$ cat config.mk
export PLATFORM = sky130hd
export DESIGN_NAME = rr_arbiter_3x8
export DESIGN_NICKNAME = d
export VERILOG_FILES = /design/src/rtl/rr_arbiter_3x8.sv
export SDC_FILE = /design/constraint.sdc
export NUM_CORES = 1
export LEC_CHECK = 0
export CORE_MARGIN = 5
export CORE_UTILIZATION = 50
export DETAILED_ROUTE_END_ITERATION = 7
export MAX_ROUTING_LAYER = met4
export PLACE_DENSITY = 0.73
export SYNTH_ARGS = -nofsm -noshare
export SYNTH_HDL_FRONTEND = slang
export SYNTH_SLANG_ARGS = --single-unit
$ cat constraint.sdc
create_clock -name clk -period 3.6 [get_ports clk]
set_input_delay 0.72 -clock clk [delete_from_list [all_inputs] [get_ports clk]]
set_output_delay 0.72 -clock clk [all_outputs]
set_load 0.005 [all_outputs]
$ cat src/rtl/rr_arbiter_3x8.sv
// Round-robin arbiter, eight requesters, one-hot + binary grant.
// Grants are held while requested, capped at MAX_HOLD cycles.
module rr_arbiter_3x8 #(
  parameter int MAX_HOLD = 4
) (
  input  logic       clk,
  input  logic       rst,
  input  logic       en,
  input  logic [7:0] req,
  output logic [7:0] gnt,
  output logic [2:0] gnt_id,
  output logic       busy
);

  localparam int CW = $clog2(MAX_HOLD + 1);
  localparam logic [CW-1:0] HOLD = CW'(MAX_HOLD);
  localparam logic [CW-1:0] ONE = CW'(1);

  typedef enum logic {IDLE, GRANT} state_t;

  state_t        state, state_n;
  logic [2:0]    ptr, ptr_n;
  logic [2:0]    id_n;
  logic [2:0]    win;
  logic [2:0]    idx;
  logic          found;
  logic          stop;
  logic [CW-1:0] cnt, cnt_n;
  logic [7:0]    gnt_n;

  // First requester at or after ptr, wrapping mod 8.
  always_comb begin
    win   = '0;
    found = 1'b0;
    idx   = '0;
    for (int i = 0; i < 8; i++) begin
      idx = ptr + 3'(i);
      if (!found && req[idx]) begin
        win   = idx;
        found = 1'b1;
      end
    end
  end

  // Active grant ends on release, disable or hold cap.
  always_comb begin
    stop = !req[gnt_id] || !en || (cnt == HOLD);
  end

  // Next-state and next-output logic.
  always_comb begin
    state_n = state;
    ptr_n   = ptr;
    cnt_n   = cnt;
    id_n    = gnt_id;
    gnt_n   = gnt;
    unique case (state)
      IDLE: begin
        if (en && found) begin
          state_n = GRANT;
          id_n    = win;
          gnt_n   = 8'b1 << win;
          cnt_n   = ONE;
        end
      end
      GRANT: begin
        if (stop) begin
          state_n = IDLE;
          gnt_n   = '0;
          ptr_n   = gnt_id + 3'd1;
        end else begin
          cnt_n = cnt + ONE;
        end
      end
      default: begin
        state_n = IDLE;
        gnt_n   = '0;
      end
    endcase
  end

  // State and output registers with synchronous reset.
  always_ff @(posedge clk) begin
    if (rst) begin
      state  <= IDLE;
      ptr    <= '0;
      cnt    <= '0;
      gnt_id <= '0;
      gnt    <= '0;
    end else begin
      state  <= state_n;
      ptr    <= ptr_n;
      cnt    <= cnt_n;
      gnt_id <= id_n;
      gnt    <= gnt_n;
    end
  end

  assign busy = (state == GRANT);

endmodule
Word-level counts from Yosys, hierarchy flattened

Index checks and enable logic that the tools add are counted.
W data, S select, Z words.

Bits in registers: 18
Bits in latches: 0
Bits in writable memories: 0
Bits in read-only memories: 0
Bits of input ports: 11
Output and inout bits: 12
Memories: 0

Add/subtract/negate cells: 9
$mul: 0
Divide/modulo/power cells: 0
Magnitude comparators: 9
Eq/ne operators: 4
Shifts and indexed selects: 1
Muxes and demuxes: 43
Bitwise logic cells: 1
Reduce and logical (&&, ||, !) cells: 23

Operators with widths:

| cell                  | number |
|---|---|
| $lt A3 B4 Y1 const B  | 9 |
| $mux W3               | 10 |
| $bmux W1 S3           | 9 |
| $mux W1               | 19 |
| $mux W8               | 2 |
| $pmux W8 S2           | 1 |
| $add A3 B3 Y3 const B | 4 |
| $add A3 B1 Y3 const B | 3 |
| $logic_not A1 Y1      | 9 |
| $logic_and A1 B1 Y1   | 8 |
| $reduce_and A2 Y1     | 4 |
| $shl A1 B3 Y8 const A | 1 |
| $add A3 B2 Y3 const B | 2 |
| $pmux W3 S2           | 1 |
| $ne A2 B2 Y1 const B  | 2 |
| $eq A3 B3 Y1 const B  | 1 |
| $logic_or A1 B1 Y1    | 2 |
| $ne A2 B1 Y1 const B  | 1 |
| $pmux W1 S2           | 1 |
| $not A1 Y1            | 1 |

Depth between registers and ports, before layout

Gate-level depths: netlist of the first run.

Word-level depth: 27
Mapped depth: 13

Worst setup path after synthesis of the first run

No wires, ideal clock.

Path type: reg-to-reg
From: reg ptr[1]
To: reg gnt[6]
Setup time: 0.093 ns
Arrival: 3.240 ns
Data required time: 3.507 ns
Path slack: 0.268 ns
Cell stages (with the launch flop): 14
Buffers on the path: 4
Period minus slack after synthesis: 3.332 ns
Cell sequence: dfxtp_1 clkbuf_1 buf_2 inv_1 ha_1 buf_4 buf_6 mux2_1 mux4_2 or3_1 a31o_1 a32oi_1 nor2_1 o32ai_1

Word-level cells in the longest chain between the ends: 27
Elaborated cells between the ends (all ways): 59
Those cells by class: 7 x add/sub; 1 x eq/ne; 1 x shift; 34 x mux; 16 x reduce/logical

Ends and longest elaborated chain:

| element                                                                | line | source |
|---|---|---|
| from (decl)                                                            | 22   | `logic [2:0] ptr, ptr_n;` |
| from (signal assigned)                                                 | 92   | `ptr <= ptr_n;` |
| parallel branches: the longest is 27 deep, another holds $add A3 B1 Y3 | --   |  |
| to (signal assigned)                                                   | 95   | `gnt <= gnt_n;` |
| to (decl)                                                              | 10   | `output logic [7:0] gnt,` |

Parallel ways; which one is timed is not known. The select of a mux whose other input is x is not followed.
A chain may end at the register's enable or synchronous reset.

Worst setup path in the final report of the first run

From: in req[6]
To: reg gnt[2]

Word-level cells in the longest chain between the ends: 27
Elaborated cells between the ends (all ways): 58
Those cells by class: 2 x eq/ne; 1 x shift; 36 x mux; 19 x reduce/logical

Ends and longest elaborated chain:

| element                                              | line   | source |
|---|---|---|
| from (decl)                                          | 9      | `input logic [7:0] req,` |
| $bmux W1 S3                                          | 38     | `if (!found && req[idx]) begin` |
| $mux W1 (implied by the code)                        | 38     |  |
| $mux W1                                              | 38     |  |
| $logic_not A1 Y1                                     | 38     |  |
| $logic_and A1 B1 Y1                                  | 38     |  |
| $mux W1                                              | 38     |  |
| $logic_not A1 Y1                                     | 38     |  |
| $logic_and A1 B1 Y1                                  | 38     |  |
| [11 not listed]                                      | --     |  |
| $logic_and A1 B1 Y1                                  | 38     |  |
| $mux W1                                              | 38     |  |
| $logic_not A1 Y1                                     | 38     |  |
| $logic_and A1 B1 Y1                                  | 38     |  |
| $mux W3 or $mux W1 (tied branches)                   | 38     |  |
| $shl A1 B3 Y8 or $logic_and A1 B1 Y1 (tied branches) | 62, 59 |  |
| $mux W8 or $ne A2 B2 Y1 (tied branches)              | --     |  |
| $pmux W8 S2 or $reduce_and A2 Y1 (tied branches)     | --     |  |

Several ways; a longest one is shown, not always the timed one. The select of a mux whose other input is x is not followed.

==> summary.md, run 1 <==
| Metric | Value |
|---|---|
| Width of the die | 71.1 um |
| Min-delay worst type | register to register |
| Total congestion overflow | 0 |
| Fin nets | 236 |
| Worst Path Required | 3.75 ns |
| Clock H-tree levels | 1 |
| Max frequency | 0.297 GHz |
| Pwr dens | 327 mW/mm^2 |
| # DRC | 0 |
| Num Clock Sinks | 18 |
| Min Tclk post-route | 3.37 ns |
| CTS Buffer Depth | 2 |
| CTS tree | done |
| Post-synth top cells | dfxtp_1 (18), nor2_1 (18), inv_1 (17), mux2i_1 (15), mux4_2 (15) |
| Worst EP arrival | 3.51 ns |
| Yosys top cell by area | dfxtp_1 |
| Yosys cell types | 53 |
| DRT Wirelength | 4.88 mm |
| Reg-to-reg critical path startpoint | ptr[0] |
| Ys async rst share | 0 |
| RSZ-0062 raised after global routing | false |
| Total CTS buffers | 3 |
| Clock transition at the registers of the reported paths | 0.06 ns |
| Worst VDD drop | 0.336 mV |
| Root Buffer | clkbuf_8 |
| Setup CP Type | input pin to register |
| Total of max-cap violations | 0 |
| All-Layer GR Usage | 0.211 |
| Routed Antenna Nets | 0 |
| Kind of start point of the critical path | input pin |
| R2R cell count | 11 |
| FP Rows | 22 |
| Starting density of the core | 0.514 |
| Slew Limit Fails | 0 |
| End point of the critical path | gnt[2] |
| Most used DFF post-synth | dfxtp_1 |
| DR iter-0 viols | 170 |
| Post-synthesis sequential area ratio | 0.193 |
| Floorplan core area | 0.00363 mm^2 |
| Hold path startpoint | gnt[6] |
| # fillers | 322 |
| Vias | 1696 |
| FF+latch count, synth | 18 |
| Die Ht | 71.1 um |
| Critical path endpoint category | register |
| Cts hold-fix bufs | 0 |
| Hold Vio Cnt, Final | 0 |
| Syn nets | 212 |
| Antenna Cells | 0 |
| Placed cell area | 0.00214 mm^2 |
| Dpl hpwl | 3.67 mm |
| Ports | 23 |
| Vias in the first global route | 1690 |
| Worst Clk Skew | 0.00117 ns |
| Skew-Pair Late Insertion Delay | 0.25 ns |
| Outcome | completed |
| Pin count of the biggest net entering global routing | 21 |
| Via/cell ratio | 6.35 |
| Worst slew pin tran | 0.550 ns |
| Leak | 0.781 nW |
| Worst reg2reg setup slack | 0.28 ns |
| PortBufs | 22 |
| Area share of the largest cell type after synthesis | 0.193 |
| Post-CTS Resized | 0 |
| Tcrit/Tclk final | 0.935 |
| Post-synth EDFFs | 0 |
| Mean Syn Cell Area | 9.53 um^2 |
| Die Area | 0.00506 mm^2 |
| Synth Warn # | 0 |
| Post-route total power | 718 uW |
| Setup TNS | 0 ns |
| Crit path max fanout | 9 |
| Setup Buffers After CTS | 0 |
| Wire per inst | 18.3 um |
| Worst relative slew slack | 0.633 |
| Core Util, Final | 0.604 |
| CP startpoint | req[6] |
| Global-route wire length before repair | 8.43 mm |
| Share of cells above drive strength 1 | 0.178 |
| Area delta synth->final | 17.5% |
| Top cells by area, synth | dfxtp_1 (19%), mux4_2 (18%), mux2i_1 (8.0%) |
| Final setup viols | 0 |
| Hold WS | 0.456 ns |
| Netlist Area Pre-Place | 0.00187 mm^2 |
| DRT Pass-1 Iters | 4 |
| Antenna violations before repair | 0 |
| Design area | 0.00219 mm^2 |
| GPL Wtd Cong | 0.882 |
| Cells after Synth | 196 |
| Critical R2R Capture | gnt[2] |
## power by group
part           switching (mW)  internal (mW)
registers              0.0132          0.211
clock network          0.0636         0.0971
logic                   0.179          0.153
total                   0.256          0.461
## cells in the final DEF, fill, tap and decap left out, types with 3 or more instances in the layout
cell             count
clkdlybuf4s50_1     22
nor2_1              18
dfxtp_1             18
inv_1               17
mux4_2              15
mux2i_1             15
nand2_1             12
a21oi_1              9
o32ai_1              8
buf_4                7
ha_1                 5
mux2_1               4
nand3_1              4
a211oi_1             4
clkbuf_8             4
xor2_1               3
mux2_2               3
nor2b_1              3
nand2b_1             3
nor3_1               3
## through the flow
step	std cells	worst slack, ns
after global routing	267	0.0593
final	267	0.234
after CTS	267	0.225
after floorplan	196	0.268
after detailed placement	263	0.0140
after global placement	263	0.114
## cell families after synthesis
logic type               count (synthesis)  share of synthesized area
adder cells (fa/ha/maj)                  5                     0.0335
flip-flops                              18                      0.193
AO/OA/AOI/OAI                           50                      0.232
AND/OR/NAND/NOR                         52                      0.134
multiplexers                            38                      0.315
XOR/XNOR                                 5                     0.0234
buffers and inverters                   28                     0.0690
## worst max-delay path: stages
cell	delay, ns
clkdlybuf4s50_1	0.67
mux2i_1	0.16
mux4_2	0.51
a32oi_2	0.29
a211oi_4	0.08
buf_4	0.16
a311o_1	0.38
a211o_1	0.29
o32ai_1	0.27
## state kept, by name, indices dropped and copies added (netlist names)
name,count
busy,1
cnt,3
gnt,8
gnt_id,3
ptr,3
## cell type report
| class | instances | area (um^2) | share of cell area |
|---|---|---|---|
| multi-input cells | 150 | 1380 | 0.628 |
| flip-flops and latches | 18 | 360 | 0.164 |
| repair buffers | 29 | 273 | 0.124 |
| inverters | 18 | 67.6 | 0.0308 |
| well taps | 48 | 60.1 | 0.0274 |
| clock buffers | 4 | 55.1 | 0.0251 |
## layer usage
| metal | track usage | part of all wire |
|---|---|---|
| met5 | - | 0 |
| met1 | 0.272 | 0.41 |
| met2 | 0.360 | 0.54 |
| met3 | 0.0199 | 0.042 |
| met4 | 0.0438 | 0.0086 |
## worst min path at each step
stage / end / slack (ns) / depth (start not counted)
floorplan: gnt[0] / 0.45 / 2
global placement: gnt[4] / 0.45 / 2
detailed placement: gnt[6] / 0.45 / 2
CTS: gnt[6] / 0.46 / 2
global route: gnt[6] / 0.48 / 2
finish: gnt[6] / 0.46 / 2
Power figures use the tool's default switching activity.
==> inputs of run 2 (changes only) <==
--- a/config.mk
+++ b/config.mk
@@ -6,10 +6,9 @@
 export NUM_CORES = 1
 export LEC_CHECK = 0
 export CORE_MARGIN = 5
-export CORE_UTILIZATION = 50
+export CORE_UTILIZATION = 40
 export DETAILED_ROUTE_END_ITERATION = 7
 export MAX_ROUTING_LAYER = met4
-export PLACE_DENSITY = 0.73
 export SYNTH_ARGS = -nofsm -noshare
 export SYNTH_HDL_FRONTEND = slang
 export SYNTH_SLANG_ARGS = --single-unit
==> run 2 against run 1 <==
Against the previous run:
- design area rose by 1.0%
- critical path depth did not move
- total power rose by 1.5%
- cell count rose by 2.2%
- sequential share of layout area fell by 0.17 points
- die area rose by 21%
- clock skew barely moved
- critical endpoint unchanged
- largest cell class unchanged
==> summary.md, run 2 (synthesis gave the netlist of run 1 again) <==
| Metric | Value |
|---|---|
| CTS tree | done (unchanged) |
| Critical path endpoint category | register (unchanged) |
| FP Rows | 24 (was 22) |
| Global-route wire length before repair | 8.53 mm (was 8.43 mm) |
| Commonest non-fill, non-tap cell in the layout | clkdlybuf4s50_1 (unchanged) |
| DRT Wirelength | 4.95 mm (was 4.88 mm) |
| Multi-input gate area | 0.00138 mm^2 (about the same) |
| Total congestion overflow | 0 (unchanged) |
| Skew-Pair Late Insertion Delay | 0.25 ns (about the same) |
| WL met2 | 2.44 mm (was 2.62 mm) |
| Slew Limit Fails | 0 (unchanged) |
| Placement Setup Slack | 0.00158 ns (was 0.0140 ns) |
| Area delta synth->final | 18.7% (was 17.5%) |
| Total CTS buffers | 3 (unchanged) |
| Worst slew pin tran | 0.570 ns (was 0.550 ns) |
| Crit-path slowest cell | clkdlybuf4s50_1 (unchanged) |
| Switching share of total power | 0.360 (was 0.357) |
| Worst VDD drop | 0.258 mV (was 0.336 mV) |
| Antenna violations before repair | 0 (unchanged) |
| Min Tclk post-route | 3.34 ns (was 3.37 ns) |
| RSZ-0062 raised after global routing | false (unchanged) |
| Sequential power share | 0.309 (was 0.313) |
| Clock share of power | 0.225 (was 0.224) |
| Die Area | 0.00614 mm^2 (was 0.00506 mm^2) |
| Clock transition at the registers of the reported paths | 0.07 ns (was 0.06 ns) |
| Worst reg2reg setup slack | 0.34 ns (was 0.28 ns) |
| Reg area | 360 um^2 (unchanged) |
| # fillers | 423 (was 322) |
| Met1 WL | 2.27 mm (was 2.01 mm) |
| Min-delay worst type | register to register (unchanged) |
| Num Clock Sinks | 18 (unchanged) |
| Die Ht | 78.3 um (was 71.1 um) |
| Routed Antenna Nets | 0 (unchanged) |
| Leak | 0.790 nW (was 0.781 nW) |
| Total of max-cap violations | 0 (unchanged) |
| Root Buffer | clkbuf_8 (unchanged) |
| Starting density of the core | 0.420 (was 0.514) |
| Tcrit/Tclk final | 0.927 (was 0.935) |
| Via/cell ratio | 6.38 (was 6.35) |
| Critical R2R Capture | gnt[5] (was gnt[2]) |
| Commonest non-fill, non-tap cells in the layout | clkdlybuf4s50_1 (22), nor2_1 (18), dfxtp_1 (18) (unchanged) |
| All-Layer GR Usage | 0.173 (was 0.211) |
| Top Family by Delay on Critical Path | compound AO/OA/AOI/OAI gates (unchanged) |
| # DRC | 0 (unchanged) |
| Worst Path Required | 3.76 ns (was 3.75 ns) |
| CP startpoint | req[6] (unchanged) |
| Core Util, Final | 0.499 (was 0.604) |
| Wire per inst | 18.1 um (was 18.3 um) |
| Pwr dens | 328 mW/mm^2 (was 327 mW/mm^2) |
| PortBufs | 22 (unchanged) |
| Logic gate share of total power | 0.467 (was 0.463) |
| Antenna Cells | 0 (unchanged) |
| CP cell instances | clkdlybuf4s50_1, mux2i_1, mux4_2, a32oi_2, a211oi_4, buf_4, a311o_1, a211o_1, o32ai_1 (unchanged) |
| Vias | 1741 (was 1696) |
| Final setup viols | 0 (unchanged) |
| Most flops, register | gnt (unchanged) |
| Max reg flops | 8 (unchanged) |
| Floorplan core area | 0.00444 mm^2 (was 0.00363 mm^2) |
| End point of the critical path | gnt[2] (unchanged) |
| Kind of start point of the critical path | input pin (unchanged) |
| R2R cell count | 10 (was 11) |
| Setup CP Type | input pin to register (unchanged) |
| Critical path depth | 9 (unchanged) |
| Crit path largest cell delay | 0.68 ns (was 0.67 ns) |
| CTS Buffer Depth | 2 (unchanged) |
| Internal portion of total power | 466 uW (was 461 uW) |
| Max frequency | 0.300 GHz (was 0.297 GHz) |
| Fin nets | 238 (was 236) |
| Clock H-tree levels | 1 (unchanged) |
| DR iter-0 viols | 201 (was 170) |
| PnR worst setup slack | 0.261 ns (was 0.234 ns) |
| DRT Pass-1 Iters | 4 (unchanged) |
| Ports | 23 (unchanged) |
| Vias in the first global route | 1736 (was 1690) |
| GPL Wtd Cong | 0.994 (was 0.882) |
| Hold Vio Cnt, Final | 0 (unchanged) |
| Worst relative slew slack | 0.620 (was 0.633) |
| Outcome | completed (unchanged) |
| Worst EP arrival | 3.50 ns (was 3.51 ns) |
| Worst Clk Skew | 0.00105 ns (was 0.00117 ns) |
| Highest Signal Layer | met4 (unchanged) |
| Crit path max fanout | 9 (unchanged) |
| Reg-to-reg critical path startpoint | ptr[1] (was ptr[0]) |
| Width of the die | 78.3 um (was 71.1 um) |
| Pin count of the biggest net entering global routing | 21 (unchanged) |
| Sw power | 262 uW (was 256 uW) |
| Buf/Inv on CP | 2 (unchanged) |
| Share of cells above drive strength 1 | 0.190 (was 0.178) |
| Setup TNS | 0 ns (unchanged) |
| Dpl hpwl | 3.79 mm (was 3.67 mm) |
| DR WL met3 | 223 um (was 206 um) |
[run 2: per-layer routing]
metal | vias to the layer above | global-route usage
met5 | - | -
met3 | 4 | 0.0309
met1 | 871 | 0.235
met4 | 0 | 0.0140
met2 | 57 | 0.282
li1 | 809 | -
[run 2: worst min-delay path by stage]
stage	startpoint	endpoint	cells after the start
finish	gnt[1]	gnt[1]	2
global route	gnt[6]	gnt[6]	2
CTS	gnt[2]	gnt[2]	2
detailed placement	gnt[2]	gnt[2]	2
global placement	gnt[7]	gnt[7]	2
floorplan	gnt[0]	gnt[0]	2
[run 2: worst register-to-register path, delay by kind of cell, from the launching register on]
kind                     cells  cell delay [ns]
buffers and inverters        2             0.29
AND/OR/NAND/NOR              3             0.59
multiplexers                 1             0.63
flip-flops                   1             0.33
AO/OA/AOI/OAI                3             0.77
adder cells (fa/ha/maj)      1             0.56
[run 2: power groups by stage]
stage / clock network, mW / logic (mW) / registers [mW]
after global routing: 0.180 / 0.372 / 0.227
final: 0.164 / 0.340 / 0.225
after floorplan: 0 / 0.238 / 0.226
after CTS: 0.168 / 0.338 / 0.225
after global placement: 0 / 0.328 / 0.229
after detailed placement: 0 / 0.336 / 0.230
[run 2: repair_timing]
action,in CTS,in global routing
hold buffers,0,0
setup buffers,0,0
resized for setup,0,1
endpoints found under the setup margin,0,8
[run 2: metrics by stage]
step / instance area, um^2 / power, mW / std cells / hold WS, ns
after floorplan: 1870 / 0.465 / 196 / 0.449
after global placement: 2160 / 0.557 / 269 / 0.448
after detailed placement: 2160 / 0.566 / 269 / 0.453
after CTS: 2210 / 0.730 / 273 / 0.463
after global routing: 2220 / 0.779 / 273 / 0.477
final: 2220 / 0.728 / 273 / 0.456
[run 2: cell type report]
| class | count | area share |
|---|---|---|
| Multi-Input combinational cell | 150 | 0.623 |
| Clock buffer | 4 | 0.0248 |
| Timing Repair Buffer | 31 | 0.130 |
| Sequential cell | 18 | 0.163 |
| Tap cell | 52 | 0.0293 |
| Inverter | 18 | 0.0305 |
==> inputs of run 3 (changes only) <==
--- a/config.mk
+++ b/config.mk
@@ -5,6 +5,7 @@
 export SDC_FILE = /design/constraint.sdc
 export NUM_CORES = 1
 export LEC_CHECK = 0
+export CORE_ASPECT_RATIO = 0.7
 export CORE_MARGIN = 5
 export CORE_UTILIZATION = 40
 export DETAILED_ROUTE_END_ITERATION = 7
==> run 3 against run 2 <==
Against the previous run:
- cell count increased by 0.37%
- global-route usage increased by 1.2 points
- largest cell class unchanged
- sequential power is essentially flat
- highest routed layer unchanged
- clock skew grew 0.0018 ns
- sequential share of layout area grew 0.083 points
- clock power up 3%
- total power is 0.74% higher
==> summary.md, run 3 (synthesis gave the netlist of run 1 again) <==
| Metric | Value |
|---|---|
| CTS Buffer Depth | 2 (unchanged) |
| Outcome | completed (unchanged) |
| # DRC | 0 (unchanged) |
| DRT Wirelength | 5.29 mm (was 4.95 mm) |
| Critical path endpoint category | register (unchanged) |
| Share of cells above drive strength 1 | 0.183 (was 0.190) |
| RSZ-0062 raised after global routing | false (unchanged) |
| Antenna violations before repair | 0 (unchanged) |
| Via/cell ratio | 6.23 (was 6.38) |
| Max frequency | 0.299 GHz (was 0.300 GHz) |
| Placement Setup Slack | 0.0112 ns (was 0.00158 ns) |
| PnR worst setup slack | 0.256 ns (was 0.261 ns) |
| Fin nets | 236 (was 238) |
| Worst VDD drop | 0.149 mV (was 0.258 mV) |
| Commonest non-fill, non-tap cells in the layout | clkdlybuf4s50_1 (22), nor2_1 (18), dfxtp_1 (18) (unchanged) |
| Crit path max fanout | 10 (was 9) |
| PortBufs | 22 (unchanged) |
| Setup TNS | 0 ns (unchanged) |
| DRT Pass-1 Iters | 4 (unchanged) |
| Dpl hpwl | 4.04 mm (was 3.79 mm) |
| All-Layer GR Usage | 0.185 (was 0.173) |
| Post-route total power | 734 uW (was 728 uW) |
| Setup CP Type | input pin to register (unchanged) |
| Pin count of the biggest net entering global routing | 21 (unchanged) |
| Die Area | 0.00616 mm^2 (was 0.00614 mm^2) |
| Reg-to-reg critical path startpoint | ptr[0] (was ptr[1]) |
| Tcrit/Tclk final | 0.929 (was 0.927) |
| Total congestion overflow | 0 (unchanged) |
| Vias | 1708 (was 1741) |
| Worst slew pin tran | 0.619 ns (was 0.570 ns) |
| Global-route wire length before repair | 8.77 mm (was 8.53 mm) |
| Hold path startpoint | gnt[7] (was gnt[1]) |
| Worst EP arrival | 3.51 ns (was 3.50 ns) |
| Worst Path Required | 3.77 ns (was 3.76 ns) |
| FP Rows | 20 (was 24) |
| Most flops, register | gnt (unchanged) |
| Width of the die | 91.7 um (was 78.3 um) |
| Pwr dens | 333 mW/mm^2 (was 328 mW/mm^2) |
| CP startpoint | req[2] (was req[6]) |
| Ports | 23 (unchanged) |
| Vias in the first global route | 1718 (was 1736) |
| Starting density of the core | 0.422 (was 0.420) |
| Worst relative slew slack | 0.587 (was 0.620) |
| Min-delay worst type | register to register (unchanged) |
| Slew Limit Fails | 0 (unchanged) |
| Setup Buffers After CTS | 0 (unchanged) |
| Total of max-cap violations | 0 (unchanged) |
| Worst Clk Skew | 0.00287 ns (was 0.00105 ns) |
| Commonest non-fill, non-tap cell in the layout | clkdlybuf4s50_1 (unchanged) |
| Antenna Cells | 0 (unchanged) |
| Die Ht | 67.2 um (was 78.3 um) |
| CTS tree | done (unchanged) |
| Total CTS buffers | 3 (unchanged) |
| Min Tclk post-route | 3.34 ns (about the same) |
| Num Clock Sinks | 18 (unchanged) |
| Clock transition at the registers of the reported paths | 0.07 ns (about the same) |
| GPL Wtd Cong | 0.870 (was 0.994) |
| Skew-Pair Late Insertion Delay | 0.26 ns (was 0.25 ns) |
| Leak | 0.779 nW (was 0.790 nW) |
| Kind of start point of the critical path | input pin (unchanged) |
| DR iter-0 viols | 138 (was 201) |
| Hold Vio Cnt, Final | 0 (unchanged) |
| Area delta synth->final | 18.1% (was 18.7%) |
| Final setup viols | 0 (unchanged) |
| Wire per inst | 19.3 um (was 18.1 um) |
| Max reg flops | 8 (unchanged) |
| Clock H-tree levels | 1 (unchanged) |
| Root Buffer | clkbuf_8 (unchanged) |
| Floorplan core area | 0.00443 mm^2 (was 0.00444 mm^2) |
| Routed Antenna Nets | 0 (unchanged) |
## run 3: cell types whose count changed in the layout (fill, tap and decap cells not counted), sizes merged
cell	change
buf	-2
## run 3: layer usage
| layer | vias up | part of all wire | GRT usage |
|---|---|---|---|
| li1 | 804 | - | - |
| met5 | - | 0 | - |
| met4 | 0 | 0.0015 | 0.0244 |
| met3 | 2 | 0.093 | 0.0546 |
| met2 | 70 | 0.45 | 0.287 |
| met1 | 832 | 0.45 | 0.246 |
## run 3: worst paths after layout
path / to / slack [ns] / depth (start not counted)
max reg2reg: gnt[2] / 0.31 / 9
min reg2reg: gnt[7] / 0.46 / 2
min: gnt[7] / 0.46 / 2
max: gnt[2] / 0.26 / 7
## run 3: final cells by class
type,instances,area (um^2)
fillers,396,2220
multi-input cells,150,1380
flip-flops and latches,18,360
repair buffers,29,273
well taps,55,68.8
inverters,18,67.6
clock buffers,4,55.1
## run 3: where the power goes
| group | switching [mW] | internal, mW | leakage, nW |
|---|---|---|---|
| Clock | 0.0720 | 0.0973 | 0.0288 |
| Combinational | 0.187 | 0.153 | 0.603 |
| Sequential | 0.0128 | 0.211 | 0.147 |
| Total | 0.272 | 0.462 | 0.779 |
## run 3: repair_timing
| item | in CTS | in global routing |
|---|---|---|
| endpoints found under the setup margin | 0 | 10 |
| resized for setup | 0 | 1 |
| endpoints found under the hold margin | 0 | 0 |
| hold buffers | 0 | 0 |
## run 3: through the flow
step / hold WS, ns / instances / util / cell area, um^2
2_1_floorplan: 0.449 / 196 / - / 1870
3_3_place_gp: 0.447 / 270 / 0.485 / 2150
3_5_place_dp: 0.452 / 270 / 0.485 / 2150
4_1_cts: 0.462 / 274 / 0.497 / 2200
5_1_grt: 0.483 / 274 / 0.498 / 2210
6_report: 0.462 / 274 / 0.498 / 2210
## run 3: worst max-delay path, stage by stage
cell	delay [ns]
clkdlybuf4s50_1	0.58
mux4_2	0.58
a311o_1	0.41
a211oi_4	0.40
o2111ai_2	0.21
a211o_1	0.39
o32ai_1	0.22
